--- src/rtl/svn_seg_mux_cntr_if.sv ---
// svn_seg_mux_cntr_if: control inputs and display/count outputs of the 7-segment counter.
// Latency: none, wiring only.
// Backpressure: none; the control side drives the inputs and the display side drives the outputs.
interface svn_seg_mux_cntr_if #(
    parameter int NUM_DIGITS = 3
);
    logic                      en_i;
    logic                      clr_i;
    logic                      up_dn_i;
    logic [NUM_DIGITS-1:0]     dp_i;
    logic [4*NUM_DIGITS-1:0]   count_o;
    logic                      wrap_o;
    logic [7:0]                seg_display_o;
    logic [NUM_DIGITS-1:0]     seg_sel_o;

    // Control source: drives enable/clear/direction/decimal points, observes the display.
    modport master (
        output en_i, clr_i, up_dn_i, dp_i,
        input  count_o, wrap_o, seg_display_o, seg_sel_o
    );

    // Display driver: consumes the controls, produces count and pin-level outputs.
    modport slave (
        input  en_i, clr_i, up_dn_i, dp_i,
        output count_o, wrap_o, seg_display_o, seg_sel_o
    );
endinterface

--- src/rtl/svn_seg_mux_cntr.sv ---
// svn_seg_mux_cntr: N-digit hex/BCD up/down counter with time-multiplexed 7-segment drive (SVN_SEG_LZB_EN adds leading-zero blanking).
// Latency: count/wrap update on the tick edge; segment/select outputs are registered and change only at slot boundaries.
// Backpressure: none; the scan free-runs, en_i freezes only the count prescaler and count, clr_i clears them.
module svn_seg_mux_cntr #(
    parameter int NUM_DIGITS   = 3,
    parameter int COUNT_DIV    = 125000000,
    parameter int SCAN_DIV     = 125000,
    parameter int BLANK_CYC    = 64,
    parameter bit BCD_MODE     = 1'b0,
    parameter bit LED_POLARITY = 1'b0,
    parameter bit SEL_POLARITY = 1'b1
) (
    input  logic              clk_i,
    input  logic              rst_i,
    svn_seg_mux_cntr_if.slave io_bus
);

    // Counter widths sized so a 1-valued divider still has a legal 1-bit register.
    localparam int CW = (COUNT_DIV > 1) ? $clog2(COUNT_DIV) : 1;
    localparam int SW = (SCAN_DIV > 1) ? $clog2(SCAN_DIV) : 1;
    localparam int IW = (NUM_DIGITS > 1) ? $clog2(NUM_DIGITS) : 1;

    localparam logic [CW-1:0] C_TERM = CW'(COUNT_DIV - 1);
    localparam logic [SW-1:0] B_TERM = SW'(BLANK_CYC - 1);
    localparam logic [SW-1:0] D_TERM = SW'(SCAN_DIV - BLANK_CYC - 1);
    localparam logic [IW-1:0] I_LAST = IW'(NUM_DIGITS - 1);
    localparam logic [3:0]    DMAX   = BCD_MODE ? 4'd9 : 4'd15;

    localparam logic [7:0]            SEG_OFF = LED_POLARITY ? 8'h00 : 8'hFF;
    localparam logic [NUM_DIGITS-1:0] SEL_OFF = {NUM_DIGITS{~SEL_POLARITY}};

    // Scan FSM encoding.
    localparam logic [0:0] ST_BLANK = 1'b0;
    localparam logic [0:0] ST_DRIVE = 1'b1;

    // Count path state.
    logic [CW-1:0]           r_cpre;
    logic [4*NUM_DIGITS-1:0] r_count;
    logic                    r_wrap;

    // Scan path state.
    logic [0:0]              r_state;
    logic [SW-1:0]           r_scnt;
    logic [IW-1:0]           r_idx;
    logic [7:0]              r_seg;
    logic [NUM_DIGITS-1:0]   r_sel;

    // Combinational helpers.
    logic                    w_tick;
    logic [4*NUM_DIGITS-1:0] w_count_nxt;
    logic                    w_carry;
    logic [3:0]              w_dig;
    logic [3:0]              w_cur_dig;
    logic                    w_cur_dp;
    logic                    w_blank_dig;
    logic [7:0]              w_pat;
    logic [7:0]              w_seg_nxt;
    logic [NUM_DIGITS-1:0]   w_onehot;
    logic [NUM_DIGITS-1:0]   w_sel_drive;
`ifdef SVN_SEG_LZB_EN
    logic                    w_hi_zero;
`endif

    // Active-high 7-segment pattern, bit0=a .. bit6=g.
    function automatic logic [6:0] f_hex7(input logic [3:0] d);
        logic [6:0] p;
        case (d)
            4'h0:    p = 7'h3F;
            4'h1:    p = 7'h06;
            4'h2:    p = 7'h5B;
            4'h3:    p = 7'h4F;
            4'h4:    p = 7'h66;
            4'h5:    p = 7'h6D;
            4'h6:    p = 7'h7D;
            4'h7:    p = 7'h07;
            4'h8:    p = 7'h7F;
            4'h9:    p = 7'h6F;
            4'hA:    p = 7'h77;
            4'hB:    p = 7'h7C;
            4'hC:    p = 7'h39;
            4'hD:    p = 7'h5E;
            4'hE:    p = 7'h79;
            default: p = 7'h71;
        endcase
        return p;
    endfunction

    // A tick is the enabled cycle on which the prescaler sits at its terminal value.
    assign w_tick = io_bus.en_i && (r_cpre == C_TERM);

    // Ripple increment/decrement across digits; carry out of the top digit marks a full wrap.
    always_comb begin
        w_count_nxt = r_count;
        w_carry     = 1'b1;
        w_dig       = 4'd0;
        for (int k = 0; k < NUM_DIGITS; k++) begin
            w_dig = r_count[4*k +: 4];
            if (w_carry) begin
                if (io_bus.up_dn_i) begin
                    if (w_dig == DMAX) begin
                        w_count_nxt[4*k +: 4] = 4'd0;
                    end else begin
                        w_count_nxt[4*k +: 4] = w_dig + 4'd1;
                        w_carry               = 1'b0;
                    end
                end else begin
                    if (w_dig == 4'd0) begin
                        w_count_nxt[4*k +: 4] = DMAX;
                    end else begin
                        w_count_nxt[4*k +: 4] = w_dig - 4'd1;
                        w_carry               = 1'b0;
                    end
                end
            end
        end
    end

    // Prescaler and count; clear outranks a tick and suppresses the wrap pulse.
    always_ff @(posedge clk_i) begin
        if (rst_i || io_bus.clr_i) begin
            r_cpre  <= '0;
            r_count <= '0;
            r_wrap  <= 1'b0;
        end else if (w_tick) begin
            r_cpre  <= '0;
            r_count <= w_count_nxt;
            r_wrap  <= w_carry;
        end else begin
            if (io_bus.en_i) begin
                r_cpre <= r_cpre + CW'(1);
            end
            r_wrap <= 1'b0;
        end
    end

    // Pick the digit and decimal point for the slot about to be driven, scanning from the top
    // digit down so leading-zero status is known when the selected digit is reached.
    always_comb begin
        w_cur_dig   = 4'd0;
        w_cur_dp    = 1'b0;
        w_blank_dig = 1'b0;
`ifdef SVN_SEG_LZB_EN
        w_hi_zero   = 1'b1;
`endif
        for (int k = NUM_DIGITS - 1; k >= 0; k--) begin
`ifdef SVN_SEG_LZB_EN
            w_hi_zero = w_hi_zero && (r_count[4*k +: 4] == 4'd0);
`endif
            if (IW'(k) == r_idx) begin
                w_cur_dig = r_count[4*k +: 4];
                w_cur_dp  = io_bus.dp_i[k];
`ifdef SVN_SEG_LZB_EN
                // Digit 0 always shows, so a zero count still reads "0".
                w_blank_dig = w_hi_zero && (k != 0);
`endif
            end
        end
    end

    // Decimal point survives blanking; polarity applied last.
    assign w_pat     = {w_cur_dp, (w_blank_dig ? 7'h00 : f_hex7(w_cur_dig))};
    assign w_seg_nxt = LED_POLARITY ? w_pat : ~w_pat;

    // One-hot select for the current scan index, in board polarity.
    always_comb begin
        w_onehot = '0;
        for (int k = 0; k < NUM_DIGITS; k++) begin
            w_onehot[k] = (IW'(k) == r_idx);
        end
    end

    assign w_sel_drive = SEL_POLARITY ? w_onehot : ~w_onehot;

    // Scan FSM: blank interval then drive interval per digit; segments latched on entry to DRIVE.
    always_ff @(posedge clk_i) begin
        if (rst_i) begin
            r_state <= ST_BLANK;
            r_scnt  <= '0;
            r_idx   <= '0;
            r_seg   <= SEG_OFF;
            r_sel   <= SEL_OFF;
        end else begin
            case (r_state)
                ST_BLANK: begin
                    if (r_scnt == B_TERM) begin
                        r_state <= ST_DRIVE;
                        r_scnt  <= '0;
                        r_seg   <= w_seg_nxt;
                        r_sel   <= w_sel_drive;
                    end else begin
                        r_scnt  <= r_scnt + SW'(1);
                    end
                end
                ST_DRIVE: begin
                    if (r_scnt == D_TERM) begin
                        r_state <= ST_BLANK;
                        r_scnt  <= '0;
                        r_seg   <= SEG_OFF;
                        r_sel   <= SEL_OFF;
                        r_idx   <= (r_idx == I_LAST) ? '0 : r_idx + IW'(1);
                    end else begin
                        r_scnt  <= r_scnt + SW'(1);
                    end
                end
                default: begin
                    r_state <= ST_BLANK;
                    r_scnt  <= '0;
                    r_seg   <= SEG_OFF;
                    r_sel   <= SEL_OFF;
                end
            endcase
        end
    end

    assign io_bus.count_o       = r_count;
    assign io_bus.wrap_o        = r_wrap;
    assign io_bus.seg_display_o = r_seg;
    assign io_bus.seg_sel_o     = r_sel;

endmodule

--- src/flat_wrapper.sv ---
// flat-port wrapper written by rule: the top's interface ports become plain ports
module svn_seg_mux_cntr_flat 
#(
    parameter int NUM_DIGITS   = 3,
    parameter int COUNT_DIV    = 125000000,
    parameter int SCAN_DIV     = 125000,
    parameter int BLANK_CYC    = 64,
    parameter bit BCD_MODE     = 1'b0,
    parameter bit LED_POLARITY = 1'b0,
    parameter bit SEL_POLARITY = 1'b1
)
  (clk_i, rst_i, io_bus_en_i, io_bus_clr_i, io_bus_up_dn_i, io_bus_dp_i, io_bus_count_o, io_bus_wrap_o, io_bus_seg_display_o, io_bus_seg_sel_o);
  svn_seg_mux_cntr_if #(.NUM_DIGITS(NUM_DIGITS)) io_bus_i ();
  input  logic clk_i;
  input  logic rst_i;
  input wire logic [$bits(io_bus_i.en_i)-1:0] io_bus_en_i;
  input wire logic [$bits(io_bus_i.clr_i)-1:0] io_bus_clr_i;
  input wire logic [$bits(io_bus_i.up_dn_i)-1:0] io_bus_up_dn_i;
  input wire logic [$bits(io_bus_i.dp_i)-1:0] io_bus_dp_i;
  output wire logic [$bits(io_bus_i.count_o)-1:0] io_bus_count_o;
  output wire logic [$bits(io_bus_i.wrap_o)-1:0] io_bus_wrap_o;
  output wire logic [$bits(io_bus_i.seg_display_o)-1:0] io_bus_seg_display_o;
  output wire logic [$bits(io_bus_i.seg_sel_o)-1:0] io_bus_seg_sel_o;
  assign io_bus_i.en_i = io_bus_en_i;
  assign io_bus_i.clr_i = io_bus_clr_i;
  assign io_bus_i.up_dn_i = io_bus_up_dn_i;
  assign io_bus_i.dp_i = io_bus_dp_i;
  assign io_bus_count_o = io_bus_i.count_o;
  assign io_bus_wrap_o = io_bus_i.wrap_o;
  assign io_bus_seg_display_o = io_bus_i.seg_display_o;
  assign io_bus_seg_sel_o = io_bus_i.seg_sel_o;
  svn_seg_mux_cntr #(.NUM_DIGITS(NUM_DIGITS), .COUNT_DIV(COUNT_DIV), .SCAN_DIV(SCAN_DIV), .BLANK_CYC(BLANK_CYC), .BCD_MODE(BCD_MODE), .LED_POLARITY(LED_POLARITY), .SEL_POLARITY(SEL_POLARITY)) u_core (.clk_i(clk_i), .rst_i(rst_i), .io_bus(io_bus_i));
endmodule
--- config.mk ---
export PLATFORM = sky130hd
export DESIGN_NAME = svn_seg_mux_cntr_flat
export DESIGN_NICKNAME = d
export VERILOG_FILES = /design/src/rtl/svn_seg_mux_cntr_if.sv /design/src/rtl/svn_seg_mux_cntr.sv /design/src/flat_wrapper.sv
export SDC_FILE = /design/constraint.sdc
export NUM_CORES = 1
export LEC_CHECK = 0
export CORE_MARGIN = 3
export CORE_UTILIZATION = 58
export DETAILED_ROUTE_END_ITERATION = 12
export GPL_ROUTABILITY_DRIVEN = 0
export PLACE_DENSITY_LB_ADDON = 0.25
export SYNTH_ARGS = -nofsm -noshare
export SYNTH_HDL_FRONTEND = slang
export SYNTH_SLANG_ARGS = --single-unit
--- constraint.sdc ---
create_clock -name clk_i -period 2.55 [get_ports clk_i]
set_input_delay 0.51 -clock clk_i [delete_from_list [all_inputs] [get_ports clk_i]]
set_output_delay 0.51 -clock clk_i [all_outputs]
set_load 0.005 [all_outputs]
; Word level (Yosys, flattened, before mapping)
; Memories as Yosys holds them, arrays and structs flattened.
; Index checks and enable logic that the tools add are counted.
[totals]
inputBits = 8
romBits = 112
n_memories = 1
output_inout_bits = 24
reg_bits = 71
[memory_table]
columns = name, words, word_bits, read_ports, rd_ports_with_merged_regs, write_ports, line
row1 = (no name shown), 16, 7, 1, 0, 0, svn_seg_mux_cntr.sv:67  ; case (d)
[classes]
eq_ne = 11
muxes = 38
n_addsub = 9
bitwise = 4
reduce_logical = 12
[ops]
columns = cell, count
row1 = 4-bit 2-to-1 mux, 12
row2 = 17-bit 2-to-1 mux, 2
row3 = 17-bit case mux with 2 select lines, 1
row4 = "27-bit by 1-bit adder with 27-bit output, second input constant", 1
row5 = "27-bit equality test, second input constant", 1
row6 = "17-bit by 1-bit adder with 17-bit output, second input constant", 1
row7 = "17-bit equality test, second input constant", 1
row8 = "17-bit by 6-bit equality test with 1-bit output, second input constant", 1
row9 = 8-bit 2-to-1 mux, 2
row10 = 8-bit case mux with 2 select lines, 1
row11 = 1-bit 2-to-1 mux, 15
row12 = "4-bit by 1-bit adder with 4-bit output, second input constant", 3
row13 = "4-bit equality test, second input constant", 3
row14 = 4-bit logical NOT, 3
row15 = "4-bit by 1-bit subtractor with 4-bit output, second input constant", 3
row16 = 8-bit NOT, 1
row17 = 2-bit AND reduction, 4
row18 = 3-bit 2-to-1 mux, 2
row19 = 3-bit case mux with 2 select lines, 1
row20 = 1-bit NOT, 3
row21 = 3-bit OR reduction, 1
row22 = "2-bit by 1-bit adder with 2-bit output, second input constant", 1
row23 = "1-bit by 2-bit equality test with 1-bit output, first input constant", 1
row24 = "2-bit equality test, first input constant", 1
row25 = other kinds (9), 9

; Longest topological paths before layout
; An unclocked memory read counts as a cell.
[logic_depth]
ltp_word = 8
mapped_depth = 8
depth_no_buf = 7

; Least setup slack after synthesis
; No wires, ideal clock.
[synth_timing]
path_kind = register -> register
from = register u_core.r_idx[1]
to = register u_core.r_seg[5] (netlist: u_core.io_bus.seg_display_o[5])
required_ns = 2.428
arrival_time_ns = 2.106
stages_incl_launch_ff = 9
slack_ns = 0.322
path_buffers = 1
period_less_slack_ns = 2.228
cell_sequence = dfxtp_1 > buf_1 > mux2i_1 > a2bb2oi_1 > inv_1 > ha_1 > nand2_1 > a21oi_1 > o32a_1
[synth_via]
elab_chain_len = 8
word_cells_on_any_way = 10
[synth_lines]
columns = item, line
row1 = "start, declared", svn_seg_mux_cntr.sv:44  ; logic [IW-1:0] r_idx;
row2 = "start signal, assigned", svn_seg_mux_cntr.sv:200  ; r_idx <= (r_idx == I_LAST) ? '0 : r_idx + IW'(1);
row3 = 2-bit equality test, svn_seg_mux_cntr.sv:149  ; if (IW'(k) == r_idx) begin
row4 = 4-bit 2-to-1 mux (2 in series), svn_seg_mux_cntr.sv:149
row5 = 4-bit 2-to-1 mux *, svn_seg_mux_cntr.sv:149
row6 = memory read 16 x 7 bit *, n/a
row7 = 8-bit NOT *, svn_seg_mux_cntr.sv:162  ; assign w_seg_nxt = LED_POLARITY ? w_pat : ~w_pat;
row8 = 8-bit 2-to-1 mux *, svn_seg_mux_cntr.sv:185  ; if (r_scnt == B_TERM) begin
row9 = 8-bit case mux with 2 select lines *, svn_seg_mux_cntr.sv:183  ; case (r_state)
row10 = "end signal, assigned", svn_seg_mux_cntr.sv:188  ; r_seg <= w_seg_nxt;
row11 = "end, declared", svn_seg_mux_cntr.sv:45  ; logic [7:0] r_seg;
; Mark *: on every way between the ends. The rest lies on a longest branch, timed or not. The select of a mux whose other input is x is not followed.
; A chain may end at the register's enable or synchronous reset.

; Worst setup path in the final report
[layout_timing]
from = register u_core.r_count[4] (netlist: u_core.io_bus.count_o[4])
to = register u_core.r_count[11] (netlist: u_core.io_bus.count_o[11])
[layout_via]
elab_chain_len = 5
word_cells_on_any_way = 7
[layout_lines]
columns = item, line
row1 = "start, declared", svn_seg_mux_cntr.sv:38  ; logic [4*NUM_DIGITS-1:0] r_count;
row2 = "start signal, assigned", svn_seg_mux_cntr.sv:126  ; r_count <= w_count_nxt;
row3 = 4-bit equality test / 4-bit logical NOT (equally long branches), "svn_seg_mux_cntr.sv:100, svn_seg_mux_cntr.sv:107"
row4 = 1-bit 2-to-1 mux (on tied branches), "svn_seg_mux_cntr.sv:100, svn_seg_mux_cntr.sv:107"
row5 = 1-bit 2-to-1 mux *, svn_seg_mux_cntr.sv:99  ; if (io_bus.up_dn_i) begin
row6 = 1-bit 2-to-1 mux *, svn_seg_mux_cntr.sv:98  ; if (w_carry) begin
row7 = 2-bit AND reduction (no line) *, n/a
; Mark *: on every way between the ends. The rest lies on a longest branch, timed or not.

==> reports/qor.csv <==
stage;metric;value;unit
cts;cts-root-buf;clkbuf_8;
cts;clk_pin_slew;80;ps
power;peakVddDrop;337.7;uV
synthesis;syn_avg_cell_area;8.414;um^2
cts;cts_tree;built;
layout;antenna_cells;0;
route;wl_met2;4032;um
setup_path;reg2reg_from;u_core.io_bus.count_o[4]$_SDFFE_PP0P_;
timing;finalCriticalPeriod;2314;ps
die;die-height;88.49;um
synthesis;synth_area;3946;um^2
layout;seq_area;1421;um^2
route;ant_nets;0;
cts;cts_buffers;9;
worst_hold_path;min_from;u_core.r_scnt[0]$_SDFF_PP0_;
route;routed_wl;8397;um
setup_path;worstPathArrival;2540;ps
timing;rsz0062_at_grt;no;
layout;fillers;514;
grt;grt.total_usage;22.76;%
cts;cts_buffer_depth;2;
grt;grt_max_degree;28;
cts;clock_sinks;71;
setup_path;r2r_slack;240;ps
timing;hold_viol;0;
route;wl_met1;3869;um
synthesis;synth.ff_latch_count;71;
placement;portBuffers;31;
setup_path;required;2770;ps
setup_path;worst_r2r_path_depth;7;
power;leakagePower;1.694;nW
job;max_cap_violations;0;
outcome;outcome;finished clean;
synthesis;yosysTopAreaCellShare;36.02;%
setup_path;timing.rr.end;u_core.io_bus.count_o[11]$_SDFFE_PP0P_;
grt;first_global_vias;3111;
power;power_density;469.8;nW/um^2
layout;fin_area;4636;um^2
route;routedWlPerCell;14.26;um
route;num_vias;3496;
synthesis;yosysWarnings;0;
die;row_count;29;
cts;clk_latency;340;ps
layout;multi_input_area;2352;um^2
synthesis;yosys.area.top_type;dfxtp_1;
synthesis;ys_top_cells_by_area;dfxtp_1 36%, xor2_1 5.5%, nor2_1 5.5%;
cts;cts_htree_levels;3;
die;core_area;6459;um^2
placement;placedCellCount;573;
route;first_pass_iters;5;
synthesis;syn_nets;494;
grt;grt_pass1_wl;14170;um
route;routed.top_layer;met4;
die;start_util;61.10;%
timing;finalCritPeriodShare;90.76;%
die;dieArea;7830;um^2
worst_hold_path;whs_path_depth;1;
route;routed_via_density;5.935;
synthesis;ys_seq_area_share;36.02;%
die;die_w;88.49;um
grt;antenna_found_initial;0;
layout;final_cells;589;
placement;dpl_cell_area;4409;um^2
setup_path;startpoint_type;register;
worst_hold_path;hold_path.class;reg -> reg;
layout;drive_above_1_share;8.789;%
timing;fmax;0.4321;GHz
cts;cts_hold_buffers;0;
synthesis;yosys.cell_types.count;59;
layout;syn2layout_area_growth;17.47;%
synthesis;synth_cells;469;
synthesis;async_flop_share;0;%
synthesis;synth_edf_count;0;
timing;relSlewSlack;39.93;%
timing;setup_viol;0;
route;route.met3.wl;387;um
grt;grt_overflow;0;
timing;worst_pin_slew;901.0;ps
setup_path;crit_path_end_kind;register;
timing;setup_tns;0;ps
setup_path;crit_path_max_fanout;8;
setup_path;path_class;reg -> reg;
synthesis;synth_ff_type;dfxtp_1;
die;io_pins;32;
layout;nets;532;
timing;final-max-slew-violation-count;0;
placement;dp_hpwl;5866;um
timing;skew;7.605;ps
route;dr.first_iter.drc_count;157;
worst_hold_path;min_to;u_core.r_scnt[0]$_SDFF_PP0_;
route;drt_drc_violations_left;0;
-- synth_stat cells (3+ instances only) --
cell and n:
dfxtp_1 71, nor2_1 58, a21oi_1 26, nand3_1 25, xor2_1 25, nand2_1 24
inv_1 19, nand4_1 18, xnor2_1 18, ha_1 17, clkbuf_1 15, and3_1 14
mux2i_1 14, o21ai_0 12, nor3_1 9, a31oi_1 6, nand2b_1 6, a211oi_1 5
nand3b_1 5, nor4_1 5, o22a_1 5, and2_1 4, and4_1 4, buf_2 4
nor2b_1 4, nor4b_1 4, or3_1 4, or4_1 4, buf_4 3, o22ai_1 3
o31ai_1 3, o32a_1 3
-- registers in the layout, indices dropped and copies added (netlist names) --
name,flops
u_core.io_bus.count_o,12
u_core.io_bus.seg_display_o,8
u_core.io_bus.seg_sel_o,3
u_core.io_bus.wrap_o,1
u_core.r_cpre,27
u_core.r_idx,2
u_core.r_scnt,17
u_core.r_state,1
-- worst max-delay path: stages (launching register included) --
cell and delay [ps]:
dfxtp_1 390, inv_1 180, ha_1 220, or4b_2 600, a22oi_1 290, nand3_2 200, o21ai_0 240, a21oi_1 90
-- power breakdown --
part	total, W	leakage (nW)	switching [W]	internal, W
logic	0.0000723	1.01	0.0000403	0.0000320
registers	0.00112	0.573	0.00000392	0.00111
clock network	0.000989	0.107	0.000431	0.000558
total	0.00218	1.69	0.000476	0.00170
-- worst max path at each step --
stage	startpoint	to	slack, ps	cells past startpoint
floorplan	u_core.r_idx[1]$_SDFFE_PP0P_	u_core.io_bus.seg_display_o[5]$_SDFFE_PP1P_	320	8
global placement	io_bus_up_dn_i	u_core.io_bus.count_o[10]$_SDFFE_PP0P_	90	6
detailed placement	io_bus_up_dn_i	u_core.io_bus.count_o[11]$_SDFFE_PP0P_	20	6
CTS	u_core.io_bus.count_o[4]$_SDFFE_PP0P_	u_core.io_bus.count_o[10]$_SDFFE_PP0P_	160	7
global route	u_core.io_bus.count_o[4]$_SDFFE_PP0P_	u_core.io_bus.count_o[11]$_SDFFE_PP0P_	80	7
finish	u_core.io_bus.count_o[4]$_SDFFE_PP0P_	u_core.io_bus.count_o[11]$_SDFFE_PP0P_	240	7
-- timing repair --
item / 4_1_cts / 5_1_grt
buffers inserted: 0 / 0
gates resized for setup: 0 / 1
setup endpoints to repair: 0 / 1
-- per-layer routing --
layer	global-route usage, %	up-vias
met3	5.680	12
met5	0	-
li1	-	1757
met2	36.91	94
met1	29.84	1633
met4	7.280	0
-- cell type report --
| class | instances | share of cell area (%) |
|---|---|---|
| clock inverters | 6 | 2.024 |
| flip-flops and latches | 71 | 30.66 |
| multi-input cells | 355 | 50.74 |
| repair buffers | 51 | 10.20 |
| clock buffers | 10 | 2.753 |
| inverters | 19 | 1.538 |
| well taps | 77 | 2.078 |
-- logic make-up after synthesis --
group / share of synthesized area, %
flip-flops: 36.02
AO/OA/AOI/OAI: 13.06
AND/OR/NAND/NOR: 27.93
XOR/XNOR: 9.543
multiplexers: 3.551
adder cells (fa/ha/maj): 5.390
buffers and inverters: 4.502
-- through the flow --
step	hold WS [ps]	worst slack (ps)	utilization, %	total power [W]
after floorplan	412.9	322.5	-	0.001189
after global placement	421.8	89.76	68.27	0.001212
after detailed placement	439.2	21.53	68.27	0.001215
after CTS	450.8	161.7	71.70	0.002204
after global routing	478.2	75.91	71.77	0.002269
final	445.3	235.6	71.77	0.002178
-- cells in the final DEF, fill, tap and decap left out, types with 9 or more instances in the layout --
master and instances:
nand4_1 18, inv_1 19, clkdlybuf4s50_1 31, nor2_1 58, dfxtp_1 71, nand3_1 24
o21ai_0 12, xor2_1 25, clkbuf_8 9, a21oi_1 26, ha_1 17, buf_4 19
nand2_1 24, nor3_1 9, xnor2_1 18, and3_1 14, mux2i_1 14
(Power assumes the default switching activity.)
